==> src/rtl/riscv_hazard_unit.sv <==
// riscv_hazard_unit: hazard controller for the 3-stage core (F | D/E | M/WB).
// It handles:
//   - operand forwarding from M/WB into D/E;
//   - load-use stalls for a data memory with MEM_LAT-cycle read latency;
//   - wrong-path flushes after a taken branch or jump.
// Optional feature macro: HAZARD_PERF_CNT_EN adds saturating stall/flush
// cycle counters (stall_cnt_o, flush_cnt_o).
// state_o exposes the FSM state (RUN=0, LD_WAIT=1, FLUSH=2) for debug.
module riscv_hazard_unit #(
  parameter int REGW     = 5,
  parameter int MEM_LAT  = 1,
  parameter int BR_FLUSH = 1,
  parameter int CNTW     = 32
) (
  input  logic            clk_i,
  input  logic            rst_i,
  input  logic [REGW-1:0] rs1_d_i,
  input  logic [REGW-1:0] rs2_d_i,
  input  logic            rs1_used_i,
  input  logic            rs2_used_i,
  input  logic            valid_d_i,
  input  logic [REGW-1:0] rd_m_i,
  input  logic            reg_write_m_i,
  input  logic            load_m_i,
  input  logic            valid_m_i,
  input  logic            br_taken_i,
  output logic            forward_a_o,
  output logic            forward_b_o,
  output logic            stall_f_o,
  output logic            stall_d_o,
  output logic            stall_m_o,
  output logic            flush_d_o,
  output logic            ld_busy_o,
  output logic [1:0]      state_o
`ifdef HAZARD_PERF_CNT_EN
  ,
  output logic [CNTW-1:0] stall_cnt_o,
  output logic [CNTW-1:0] flush_cnt_o
`endif
);

  localparam logic [1:0] S_RUN     = 2'd0;
  localparam logic [1:0] S_LD_WAIT = 2'd1;
  localparam logic [1:0] S_FLUSH   = 2'd2;

  // The load itself costs one stall cycle in RUN, so LD_WAIT counts the rest.
  localparam logic       LAT_EN = (MEM_LAT > 0);
  localparam logic [2:0] LAT_M1 = 3'((MEM_LAT > 0) ? MEM_LAT - 1 : 0);
  localparam logic [1:0] BF_M1  = 2'((BR_FLUSH > 1) ? BR_FLUSH - 1 : 0);

  logic [1:0] state, state_n;
  logic [2:0] cnt, cnt_n;
  logic [1:0] fcnt, fcnt_n;

  logic m_a, m_b, luh;
  logic fwd_a, fwd_b, stall, flush, br_ok;

  // Register-match terms; x0 never matches.
  always_comb begin
    m_a = valid_m_i && reg_write_m_i && (rd_m_i != '0) && rs1_used_i
          && valid_d_i && (rd_m_i == rs1_d_i);
    m_b = valid_m_i && reg_write_m_i && (rd_m_i != '0) && rs2_used_i
          && valid_d_i && (rd_m_i == rs2_d_i);
    luh = LAT_EN && load_m_i && (m_a || m_b);
  end

  // Next-state and Mealy control decode; stall always wins over flush.
  always_comb begin
    state_n = state;
    cnt_n   = cnt;
    fcnt_n  = fcnt;
    fwd_a   = 1'b0;
    fwd_b   = 1'b0;
    stall   = 1'b0;
    flush   = 1'b0;
    br_ok   = 1'b0;
    case (state)
      S_LD_WAIT: begin
        if (cnt != 3'd0) begin
          stall = 1'b1;
          cnt_n = cnt - 3'd1;
        end else begin
          // Load data is now on data_wb.
          fwd_a   = m_a;
          fwd_b   = m_b;
          state_n = S_RUN;
          br_ok   = 1'b1;
        end
      end
      default: begin
        // RUN and FLUSH both keep checking hazards.
        if (luh) begin
          stall   = 1'b1;
          state_n = S_LD_WAIT;
          cnt_n   = LAT_M1;
          fcnt_n  = 2'd0;
        end else begin
          fwd_a = m_a;
          fwd_b = m_b;
          br_ok = 1'b1;
          if (state == S_FLUSH) begin
            flush  = 1'b1;
            fcnt_n = fcnt - 2'd1;
            if (fcnt <= 2'd1) state_n = S_RUN;
          end
        end
      end
    endcase
    // A branch is only trusted when its operands are not being stalled.
    if (br_ok && br_taken_i) begin
      flush = 1'b1;
      if (BR_FLUSH > 1) begin
        state_n = S_FLUSH;
        fcnt_n  = BF_M1;
      end else begin
        state_n = S_RUN;
        fcnt_n  = 2'd0;
      end
    end
  end

  // FSM and counters; reset aborts any wait or flush in progress.
  always_ff @(posedge clk_i or posedge rst_i) begin
    if (rst_i) begin
      state <= S_RUN;
      cnt   <= 3'd0;
      fcnt  <= 2'd0;
    end else begin
      state <= state_n;
      cnt   <= cnt_n;
      fcnt  <= fcnt_n;
    end
  end

  // Outputs are forced low while reset is held.
  always_comb begin
    forward_a_o = fwd_a && !rst_i;
    forward_b_o = fwd_b && !rst_i;
    stall_f_o   = stall && !rst_i;
    stall_d_o   = stall && !rst_i;
    stall_m_o   = stall && !rst_i;
    flush_d_o   = flush && !rst_i;
    ld_busy_o   = (state == S_LD_WAIT) && !rst_i;
    state_o     = state;
  end

`ifdef HAZARD_PERF_CNT_EN
  // Saturating hazard cycle counters.
  always_ff @(posedge clk_i or posedge rst_i) begin
    if (rst_i) begin
      stall_cnt_o <= '0;
      flush_cnt_o <= '0;
    end else begin
      if (stall_f_o && (stall_cnt_o != '1)) stall_cnt_o <= stall_cnt_o + 1'b1;
      if (flush_d_o && (flush_cnt_o != '1)) flush_cnt_o <= flush_cnt_o + 1'b1;
    end
  end
`endif

endmodule

==> config.mk <==
export PLATFORM = sky130hd
export DESIGN_NAME = riscv_hazard_unit
export DESIGN_NICKNAME = d
export VERILOG_FILES = /design/src/rtl/riscv_hazard_unit.sv
export SDC_FILE = /design/constraint.sdc
export NUM_CORES = 1
export LEC_CHECK = 0
export CAP_MARGIN = 40
export CORE_AREA = 4 4 41 43
export DETAILED_ROUTE_END_ITERATION = 8
export DIE_AREA = 0 0 45 47
export GPL_TIMING_DRIVEN = 0
export MAX_ROUTING_LAYER = met4
export PLACE_DENSITY_LB_ADDON = 0.05
export SETUP_SLACK_MARGIN = 0.3
export SYNTH_ARGS = -nofsm -noshare
export SYNTH_HDL_FRONTEND = slang
export SYNTH_SLANG_ARGS = --single-unit
==> constraint.sdc <==
create_clock -name clk_i -period 6.5 [get_ports clk_i]
set_input_delay 1.3 -clock clk_i [delete_from_list [all_inputs] [get_ports clk_i]]
set_output_delay 1.3 -clock clk_i [all_outputs]
set_load 0.01 [all_outputs]
==> metrics list, run 1 <==
- The run finished with clean final reports.
- Of all nets on the critical path, the largest fanout is 6.
- Post-place instance area: roughly 760 sq um
- Across every metal layer, demand over resource in global routing totals 0.133.
* Vias in the first global route: between 400 and 500
- Based on the critical path, the design can be clocked at up to just under 0.2 GHz.
- Of the synthesized area, sequential elements account for 0.230.
- Once layout is complete, the utilization of the core stands at 0.605.
* Kind of launch point of the worst setup path: input port
* Most common cell after layout, fill and taps aside: sky130_fd_sc_hd__clkdlybuf4s50_1
* Average wire per standard cell: 11.6 um
- For this block, the via count after detailed routing is between 400 and 500.
- TritonCTS clock tree: built
* DIE WIDTH: between 40 and 50 um
* Number of buffers created by CTS: 3
- Die height: roughly 47 um
- Source-to-sink clock delay at the later pin of the worst-skew pair: roughly 0.23 ns
- Net count after synthesis: slightly below 80
* DPL Wire Length: just over 1000 um
- Slowest cell on crit path: sky130_fd_sc_hd__clkdlybuf4s50_1
- Post-synthesis sequential element count: 4
* Syn-to-layout area delta: 80.7%
* Flip-flop and latch area: roughly 100 sq um
- For hold timing, the worst endpoint is cnt[0].
- The internal power of the cells totals about 0.07 mW.
- On the final layout, the worst clock skew is about 0.0013 ns.
* Crit path capture type: output port
- The signal on the critical path passes through clkdlybuf4s50_1 > xor2_1 > nor4_1 > nand3_1 > a2111oi_4 > o21a_1 > buf_4 > clkdlybuf4s50_1.
- The multi-input combinational cells in the finished layout cover a total of slightly below 300 sq um.
- Cell count of the worst hold path: 2
- Yosys printed 0 warnings.
* Number of distinct library cell variants in the gate-level netlist after synthesis: 23
* Synthesized area per cell: ~8.2 sq um
- After clock tree synthesis, the flow added hold-fix buffers numbering 0.
- FP Rows: 13
- Category of the most critical setup path: input port to output port
- The endpoint identified for the worst register-to-register timing path is cnt[2].
- Final Max Tran Viols: 0
- Number of antenna violations at the first check in global routing: 0
* # Post-CTS Setup Buffers: 0
* Proportion of power drawn by combinational gates: 0.398
- Worst ir drop on vdd: roughly 120 uV
- The first detailed-routing pass ran for 2 iterations.
- Reg-to-reg slack, setup: between 4 and 5 ns
- Setup violations remaining at the end of the flow were counted as 0.
* Post-synth design cell area: roughly 440 sq um
- The finished cells cover slightly below 800 sq um.
* CTS root buf: sky130_fd_sc_hd__clkbuf_4
- Dividing the detail-routed via count by the number of cells gives 4.45.
- Data on the critical path is required at its endpoint by roughly 5.2 ns.
- For this block, the initial DRC count from the detailed router was 1.
* Summed negative setup slack over all endpoints: 0 ns
- After clock tree synthesis, the clock-pin slew on the worst setup and hold paths is roughly 0.040 ns.
- The worst register-to-register path has a depth of 7.
- For this run, design rule violations remaining after detail routing come to 0.
- Entering global routing, the biggest net connects 8 pins.
- Dividing the final minimum period by the clock period gives 0.783.
* Hold crit path type: flip-flop to flip-flop
- The largest single stage delay on the critical path is about 0.52 ns.
* Design Power: between 0.09 and 0.1 mW
* Gr ovfl total: 0
- Final critical path time including I/O delays and setup: ~5.1 ns
- In the final layout, the share of cells above drive strength 1 is 0.115.
- The count of buffers added on input and output ports is 31.
- Data on the critical path arrives at its endpoint at about 3.8 ns.
* Count of buffering cells on the critical path with inverters included: 3
- For this configuration, the core starts out at a cell density of 0.335.
* Switching Power: roughly 0.026 mW
- Hold Startpoint: cnt[0]
* Clk sinks: 4
* RSZ-0062 raised after global routing: false
- The share of total power dissipated in the clock network is 0.299.
* Number of hold-slack violations in the final timing report: 0
- Max-cap viol count: 0
- Summed over all layers, the routed wires come to between 1000 and 1500 um.
- Weighted congestion at the end of routability-driven global placement: about 0.63
- Of the total power, the share spent switching nets is 0.270.
- Number of filler instances in the final layout: 121
- The top cell types in the final layout, fill and taps aside, are 31 x sky130_fd_sc_hd__clkdlybuf4s50_1, 8 x sky130_fd_sc_hd__xor2_1, 5 x sky130_fd_sc_hd__inv_1, 5 x sky130_fd_sc_hd__nor2_1.
* Final instance count without filler cells: about 100
- For this design the static power due to leakage is around 0.33 nW.
- Cell family contributing the most delay on the critical path: buffers and inverters
- Die footprint: roughly 0.0021 sq mm
- Seq pwr share: 0.303
- Cell mode on critical path: sky130_fd_sc_hd__clkdlybuf4s50_1
- Wire length of the first global-routing pass: about 2000 um
- The final layout contains 115 nets.
- The repair_antennas step left the layout with diodes totalling 0.
- Synthesis handed over a netlist of 53 instances.
- In this run the count of I/O pins placed on the die edge is 33.
- Post-CTS repair changed the size of 0 cells.
- In this run the critical register-to-register path is launched from cnt[0].
- Final ANT Viol Nets: 0
* Cell area power density: between 100 and 150 mW/mm^2
- Count of H-tree levels built during CTS: 1
- Core box area: 0.00130 sq mm
- Counting tap cells, the placed design contains a total of about 100 instances.
- Buffer depth of the longest clock path: 2
==> cells by family (layout without fill, tap and decap cells) <==
kind of cell | Yosys count | in the layout | synth area share
and+or+nand+nor | 22 | 22 | 0.279
other | 1 | 1 | 0.00861
DFF | 4 | 4 | 0.230
buffers and inverters | 8 | 42 | 0.0948
AOI/OAI and AO/OA | 6 | 6 | 0.129
xor gates and xnor gates | 10 | 10 | 0.201
adders and majority gates | 2 | 2 | 0.0575
==> power by group through the flow <==
stage / clock [mW] / combinational (mW) / sequential [mW]
final: 0.0290 / 0.0387 / 0.0294
after CTS: 0.0304 / 0.0392 / 0.0295
after global routing: 0.0324 / 0.0434 / 0.0298
after detailed placement: 0 / 0.0388 / 0.0298
after global placement: 0 / 0.0383 / 0.0298
after floorplan: 0 / 0.0193 / 0.0295
==> cell type report <==
type | count | area share
Buffer | 3 | 0.0286
Clock buffer | 3 | 0.0286
Inverter | 5 | 0.0238
Multi-Input combinational cell | 41 | 0.374
Sequential cell | 4 | 0.127
Tap cell | 15 | 0.0238
Timing Repair Buffer | 31 | 0.394
==> synthesized netlist by cell type, drive strengths merged <==
cell type,count,area (sq um)
o21a,1,7.51
xor2,8,70.1
nand2b,2,12.5
or4,1,8.76
o22ai,1,6.26
dfrtp,4,100
nand2,4,15.0
o21ai,3,15.0
nand3,4,25.0
inv,5,18.8
nor2b,1,6.26
ha,2,25.0
buf,3,22.5
xnor2,2,17.5
a2111oi,1,27.5
nand4,1,6.26
nor2,5,18.8
nor3,2,10.0
nor4,2,18.8
conb,1,3.75
==> sequential cells by signal (all words and copies together), names as in the netlist <==
signal	count
state_o	1
cnt	3
==> worst register-to-register path: stages (launching register included) <==
cell,delay [ns]
sky130_fd_sc_hd__dfrtp_1,0.36
sky130_fd_sc_hd__inv_1,0.10
sky130_fd_sc_hd__ha_1,0.15
sky130_fd_sc_hd__inv_1,0.04
sky130_fd_sc_hd__o21ai_1,0.38
sky130_fd_sc_hd__inv_1,0.14
sky130_fd_sc_hd__o21ai_0,0.18
sky130_fd_sc_hd__nor3_1,0.07
==> stage by stage <==
stage	hold WS [ns]	setup WS (ns)
CTS	0.520	1.34
floorplan	0.493	2.49
global placement	0.508	1.35
finish	0.517	1.41
global route	0.541	1.18
detailed placement	0.513	1.36
==> worst max path at each step <==
stage	cells past startpoint	slack, ns	endpoint	startpoint
global route	8	1.18	stall_f_o	rd_m_i[0]
floorplan	6	2.49	stall_f_o	rd_m_i[3]
detailed placement	8	1.36	stall_m_o	rd_m_i[0]
finish	8	1.41	stall_f_o	rd_m_i[0]
global placement	8	1.35	stall_m_o	rd_m_i[0]
CTS	8	1.34	stall_m_o	rd_m_i[0]
==> layer usage <==
metal	routed length (um)	up-vias	share of wire	GRT usage
met5	0	-	0	-
met4	0	0	0	0.0526
met3	73	0	0.061	0.0307
met2	593	11	0.50	0.195
met1	521	201	0.44	0.175
li1	-	242	-	-
(Power assumes the default switching activity.)
==> inputs of run 2 (changes only) <==
--- a/config.mk
+++ b/config.mk
@@ -6,9 +6,9 @@
 export NUM_CORES = 1
 export LEC_CHECK = 0
 export CAP_MARGIN = 40
-export CORE_AREA = 4 4 41 43
+export CORE_MARGIN = 4
+export CORE_UTILIZATION = 29
 export DETAILED_ROUTE_END_ITERATION = 8
-export DIE_AREA = 0 0 45 47
 export GPL_TIMING_DRIVEN = 0
 export MAX_ROUTING_LAYER = met4
 export PLACE_DENSITY_LB_ADDON = 0.05
==> constraint.sdc (replaced) <==
create_clock -name clk_i -period 4.6 [get_ports clk_i]
set_input_delay 0.92 -clock clk_i [delete_from_list [all_inputs] [get_ports clk_i]]
set_output_delay 0.92 -clock clk_i [all_outputs]
set_load 0.01 [all_outputs]
==> metrics list, run 2 (synthesis results as in run 1) <==
- Result of the run: finished, final reports clean
* Hold crit path type: flip-flop to flip-flop
- The signal on the critical path passes through clkdlybuf4s50_1 > or4_2 > nor2_2 > a2111oi_4 > buf_4 > nor3_1 > clkdlybuf4s50_1.
- Of the total power, registers draw 0.288.
- By startpoint and endpoint, the worst setup path is classified as input port to output port.
- Max-cap viol count: 0
* Slowest cell on crit path: sky130_fd_sc_hd__or4_2
- The floorplan step defined a core boundary enclosing about 0.0014 sq mm.
- Total via count in the routed design: about 480
- Of the total power, combinational logic draws 0.394.
- Final critical path time including I/O delays and setup: 4.17 ns
- Count of H-tree levels built during CTS: 1
- The initial utilization of the core area, before any placement, comes to 0.323.
* FP Rows: 13
* Post-Route Utilization: 0.612
- Maximum number of pins on one net before global-route repair: 8
- Kind of launch point of the worst setup path: input port
- Number of hold-slack violations in the final timing report: 0
- The die covers between 0.002 and 0.0025 sq mm.
- The final layout contains between 100 and 150 nets.
- Compared with the post-synthesis result, the final layout area differs by 89.7%.
- Vias in the first global route: 460
* Cell area power density: around 170 mW/mm^2
* Antenna diodes: 0
- Clock skew on the completed layout was measured at approximately 0.0028 ns.
* Most used cells in the layout excluding fill and tap cells: 28 x sky130_fd_sc_hd__clkdlybuf4s50_1, 8 x sky130_fd_sc_hd__xor2_1, 6 x sky130_fd_sc_hd__buf_4, 5 x sky130_fd_sc_hd__inv_1
- After global routing the overflow that remains totals 0.
* DPL Wire Length: between 1000 and 1500 um
- Crit path capture type: output port
- In the final routed layout, each cell accounts on average for around 12 um.
- TritonCTS clock tree: built
- Most common cell after layout, fill and taps aside: sky130_fd_sc_hd__clkdlybuf4s50_1
- From bottom edge to top edge, the die measures roughly 47 um.
- Final Max Tran Viols: 0
- Crit path arrival time: 3.25 ns
* Buffer depth of the longest clock path: 2
- Largest register by flop count: cnt
* Biggest fanout along the worst timing path: 5
* Global router's overall resource usage: 0.124
* Summed negative setup slack over all endpoints: 0 ns
- Based on the critical path, the design can be clocked at up to approximately 0.24 GHz.
- Of the available clock period, the critical path in the final layout requires 0.906.
* Switching share of total power: 0.297
* DIE WIDTH: roughly 47 um
* Drt first pass iters: 3
- Final hold analysis gives a worst-case slack of approximately 0.51 ns.
* P_int: around 0.10 mW
- The first global-routing pass estimated roughly 1900 um of wire.
* CTS root buf: sky130_fd_sc_hd__clkbuf_4
- The startpoint identified for the worst register-to-register timing path is cnt[0].
* Number of vias per cell after detailed routing: between 4 and 5
* Number of DRC markers in iteration 0: 2
- Reg clk slew, reported paths: approximately 0.040 ns
* Clk sinks: 4
- Weighted congestion at the end of routability-driven global placement: about 0.74
* Clock group share of total power: 0.319
- Worst ir drop on vdd: between 100 and 150 uV
* RSZ-0062 raised after global routing: false
* Remaining DRCs: 0
* Final ANT Viol Nets: 0
- The number of antenna violations at the first check in global routing was 0.
- In this design, the critical path's most frequently occurring cell is sky130_fd_sc_hd__clkdlybuf4s50_1.
- Total of hold buffers inserted after clock tree synthesis: 0
* Setup-violating endpoint count in the final report: 0
- In the final layout, the share of cells above drive strength 1 is 0.167.
- In this run the most critical hold path is launched from cnt[0].
- IO Port Bufs: 31
- CP peak stage delay: around 0.7 ns
- The clock reaches the later pin of the worst-skew pair after between 0.2 and 0.25 ns.
* Setup crit start: rd_m_i[1]
- For the worst setup path, the data required time is between 3 and 4 ns.
* Static leakage: about 0.39 nW
- In this run, CTS created clock tree buffers numbering 3.
- Number of flip-flops under the largest register name: 3
- Routed WL: roughly 1300 um
- For this design the total switching power over the nets is approximately 0.043 mW.
- In this run the count of I/O pins placed on the die edge is 33.
[run 2: changes by cell type in the layout (fill, tap and decap cells not counted)]
| cell | change |
|---|---|
| sky130_fd_sc_hd__clkdlybuf4s50_1 | -3 |
| sky130_fd_sc_hd__nor2_1 | -1 |
| sky130_fd_sc_hd__nor2_2 | +1 |
| sky130_fd_sc_hd__dlymetal6s2s_1 | +3 |
| sky130_fd_sc_hd__buf_4 | +3 |
| sky130_fd_sc_hd__nor4_1 | -1 |
| sky130_fd_sc_hd__nor4_2 | +1 |
[run 2: per-stage QoR]
step	std cells	instance area, sq um	total power, mW	worst slack [ns]
2_1_floorplan	53	435	0.0690	1.35
3_3_place_gp	99	764	0.0966	0.221
3_5_place_dp	99	764	0.0983	0.189
4_1_cts	103	795	0.143	0.304
5_1_grt	105	826	0.152	0.330
6_report	105	826	0.144	0.433
[run 2: what timing repair did]
action	in CTS	in global routing
resized for setup	0	5
endpoints found under the setup margin	3	4
buffers inserted	1	2
pin swaps	1	4
[run 2: area by class of cell]
type                       instances  area (sq um)
buffer                             3          22.5
clock buffer                       3          22.5
fill                             133           524
inverter                           5          18.8
sequential                         4           100
tap                               15          18.8
timing repair buffer              34           340
multi-input combinational         41           303
[run 2: path summary, 6_finish.rpt]
kind	depth (start not counted)	endpoint	slack, ns
worst max-delay path	7	flush_d_o	0.43
worst min-delay path	2	cnt[0]	0.51
worst max register to register	7	cnt[2]	3.03
worst min register to register	2	cnt[0]	0.51
max in group asynchronous	2	cnt[2]	3.48
min in group asynchronous	2	cnt[0]	0.94
[run 2: routing by layer]
metal | vias to the layer above | wire length [um] | global-route usage
li1 | 251 | - | -
met1 | 206 | 540 | 0.142
met2 | 19 | 668 | 0.223
met3 | 2 | 68 | 0.0115
met4 | 0 | 8 | 0.0497
met5 | - | 0 | -
[run 2: critical path: cells and delay by family]
family / cells / cell delay, ns
buffers and inverters: 3 / 1.20
AND/OR/NAND/NOR: 3 / 1.05
AO/OA/AOI/OAI: 1 / 0.07
[run 2: power by group through the flow]
stage / registers, mW / logic [mW] / clock network, mW
finish: 0.0414 / 0.0566 / 0.0458
global route: 0.0424 / 0.0634 / 0.0459
CTS: 0.0415 / 0.0567 / 0.0445
detailed placement: 0.0420 / 0.0563 / 0
global placement: 0.0420 / 0.0546 / 0
floorplan: 0.0417 / 0.0272 / 0
==> inputs of run 3 (changes only) <==
--- a/config.mk
+++ b/config.mk
@@ -5,7 +5,6 @@
 export SDC_FILE = /design/constraint.sdc
 export NUM_CORES = 1
 export LEC_CHECK = 0
-export CAP_MARGIN = 40
 export CORE_MARGIN = 4
 export CORE_UTILIZATION = 29
 export DETAILED_ROUTE_END_ITERATION = 8
@@ -13,6 +12,7 @@
 export MAX_ROUTING_LAYER = met4
 export PLACE_DENSITY_LB_ADDON = 0.05
 export SETUP_SLACK_MARGIN = 0.3
+export SKIP_LAST_GASP = 1
 export SYNTH_ARGS = -nofsm -noshare
 export SYNTH_HDL_FRONTEND = slang
 export SYNTH_SLANG_ARGS = --single-unit
==> constraint.sdc (replaced) <==
create_clock -name clk_i -period 4.6 [get_ports clk_i]
set_input_delay 0.92 -clock clk_i [delete_from_list [all_inputs] [get_ports clk_i]]
set_output_delay 0.92 -clock clk_i [all_outputs]
set_load 0.02 [all_outputs]
==> metrics list, run 3 (synthesis results as in run 1) <==
* Result of the run: finished, final reports clean
* Average wire per standard cell: 12.2 um
* Routed WL: between 1000 and 1500 um
- Most common cell after layout, fill and taps aside: sky130_fd_sc_hd__clkdlybuf4s50_1
- The layer flagged by global routing as most heavily used is met2.
* Syn-to-layout area delta: 83.6%
- The number of clock buffers added by TritonCTS is 3.
* Share of layout cells above drive strength 1: 0.136
- Reg clk slew, reported paths: approximately 0.040 ns
- For this configuration, the core starts out at a cell density of 0.323.
* Met1 demand-to-capacity share in global routing: 0.142
- STA classifies the critical path startpoint as an input port.
- Die height: ~47 um
- The number of global-route vias before repair was 460.
- Final critical path time including I/O delays and setup: just over 4 ns
* CTS root buf: sky130_fd_sc_hd__clkbuf_4
* CP peak stage delay: 0.48 ns
- Boundary pin count: 33
- Highest clock rate: about 0.24 GHz
- IO Port Bufs: 31
* Net count reported at finish: 116
- The tightest min-delay check is of the flip-flop to flip-flop type.
- TritonCTS built the clock tree.
- Number of hold-slack violations in the final timing report: 0
- For this design the total switching power over the nets is around 0.043 mW.
* Design Power: 0.144 mW
* Number of vias per cell after detailed routing: between 4 and 5
* Worst ir drop on vdd: 119 uV
* Category of the most critical setup path: input port to output port
- The die covers between 0.002 and 0.0025 sq mm.
- Drt first pass iters: 3
- Proportion of power drawn by combinational gates: 0.393
- Setup skew after layout: 0.00278 ns
- Final instance count without filler cells: approximately 100
* Total of hold buffers inserted after clock tree synthesis: 0
* Clk sinks: 4
* Antenna diodes: 0
* Crit path arrival time: 3.16 ns
- Max-cap viol count: 0
- The final route contains around 480 vias.
- Static leakage: about 0.38 nW
* Buffer depth of the longest clock path: 2
- Weighted congestion at the end of routability-driven global placement: ~0.74
* Number of antenna violations at the first check in global routing: 0
- In this run the number of H-tree levels came out at 1.
- P_int: 0.101 mW
* Summed negative setup slack over all endpoints: 0 ns
- Largest register by flop count: cnt
- Core box area: between 0.001 and 0.0015 sq mm
* RSZ-0062 raised after global routing: false
- Remaining DRCs: 0
- Wire length of the first global-routing pass: about 1900 um
- The total count of max-transition violations in the final report is 0.
- Final critical-path share of the clock period: 0.888
- Post-Route Utilization: 0.592
- Cell Chain, Critical Path: clkdlybuf4s50_1 > xor2_1 > nor4_1 > nand3_1 > a2111oi_4 > o21a_1 > buf_4 > dlygate4sd2_1
* Source-to-sink clock delay at the later pin of the worst-skew pair: 0.24 ns
- Seq pwr share: 0.289
- STA classifies the critical path endpoint as an output port.
- GR Layer Usage met2: 0.223
- Cell area power density: 179 mW/mm^2
- The number of placed instances, taps included, is slightly below 100.
* Biggest fanout along the worst timing path: 3
- The die is roughly 47 um wide.
- For this run the aggregate overflow at the end of global routing stands at 0.
* DPL Wire Length: around 1100 um
- Number of DRC markers in iteration 0: 3
- FP Rows: 13
- The register with the most flip-flops in the layout has 3 of them.
- Clock group share of total power: 0.319
- For the worst setup path, the data required time is between 3 and 4 ns.
- Switching share of total power: 0.298
* Final ANT Viol Nets: 0
* Slowest cell on crit path: sky130_fd_sc_hd__clkdlybuf4s50_1
- Across every metal layer, demand over resource in global routing totals 0.124.
* Most used cells in the layout excluding fill and tap cells: 27 x sky130_fd_sc_hd__clkdlybuf4s50_1, 8 x sky130_fd_sc_hd__xor2_1, 5 x sky130_fd_sc_hd__inv_1
* GR met3 Demand/Resource: 0.0115
- Setup-violating endpoint count in the final report: 0
* Hold Worst Slack: roughly 0.51 ns
- Entering global routing, the biggest net connects 8 pins.
run 3: cell types whose count changed in the layout (fill, tap and decap cells not counted):
cell / change
sky130_fd_sc_hd__buf_4: -2
sky130_fd_sc_hd__dlygate4sd2_1: +2
sky130_fd_sc_hd__clkdlybuf4s50_1: -1
sky130_fd_sc_hd__dlymetal6s2s_1: -1
sky130_fd_sc_hd__nor4_1: +1
sky130_fd_sc_hd__nor4_2: -1
run 3: metrics by stage:
step / area [sq um] / setup slack [ns]
global placement: 764 / 0.154
detailed placement: 764 / 0.121
global route: 800 / 0.347
finish: 800 / 0.516
CTS: 792 / 0.293
floorplan: 435 / 1.24
run 3: per-layer routing:
layer | wire length [um] | vias up
li1 | - | 249
met1 | 523 | 205
met2 | 658 | 19
met3 | 69 | 2
met4 | 8 | 0
met5 | 0 | -
run 3: layout make-up:
class	count	area (sq um)
fillers	139	551
repair buffers	32	320
multi-input cells	41	297
flip-flops and latches	4	100
clock buffers	3	22.5
plain buffers	3	22.5
inverters	5	18.8
well taps	15	18.8
run 3: power by group through the flow:
stage	Sequential, mW	Combinational (mW)	Clock [mW]
global route	0.0424	0.0629	0.0459
detailed placement	0.0420	0.0572	0
floorplan	0.0418	0.0281	0
global placement	0.0420	0.0555	0
CTS	0.0415	0.0575	0.0445
finish	0.0414	0.0563	0.0457
run 3: worst paths after layout:
| path | from | to | slack (ns) | depth (start not counted) |
|---|---|---|---|---|
| setup / recovery | rd_m_i[0] | stall_f_o | 0.52 | 8 |
| hold / removal | cnt[0] | cnt[0] | 0.51 | 2 |
| setup reg to reg | cnt[0] | cnt[2] | 3.04 | 7 |
| hold reg to reg | cnt[0] | cnt[0] | 0.51 | 2 |
| max in group asynchronous | rst_i | cnt[2] | 3.47 | 2 |
| min in group asynchronous | rst_i | cnt[0] | 0.95 | 2 |
run 3: timing repair:
action,in CTS,in global routing
buffers inserted,1,0
setup endpoints to repair,3,2
pin swaps,1,0
resized for setup,2,3
run 3: worst max-delay path: cells and delay by family:
family / cells / cell delay (ns)
AO/OA/AOI/OAI: 2 / 0.63
AND/OR/NAND/NOR: 2 / 0.50
buffers and inverters: 3 / 0.91
XOR/XNOR: 1 / 0.19
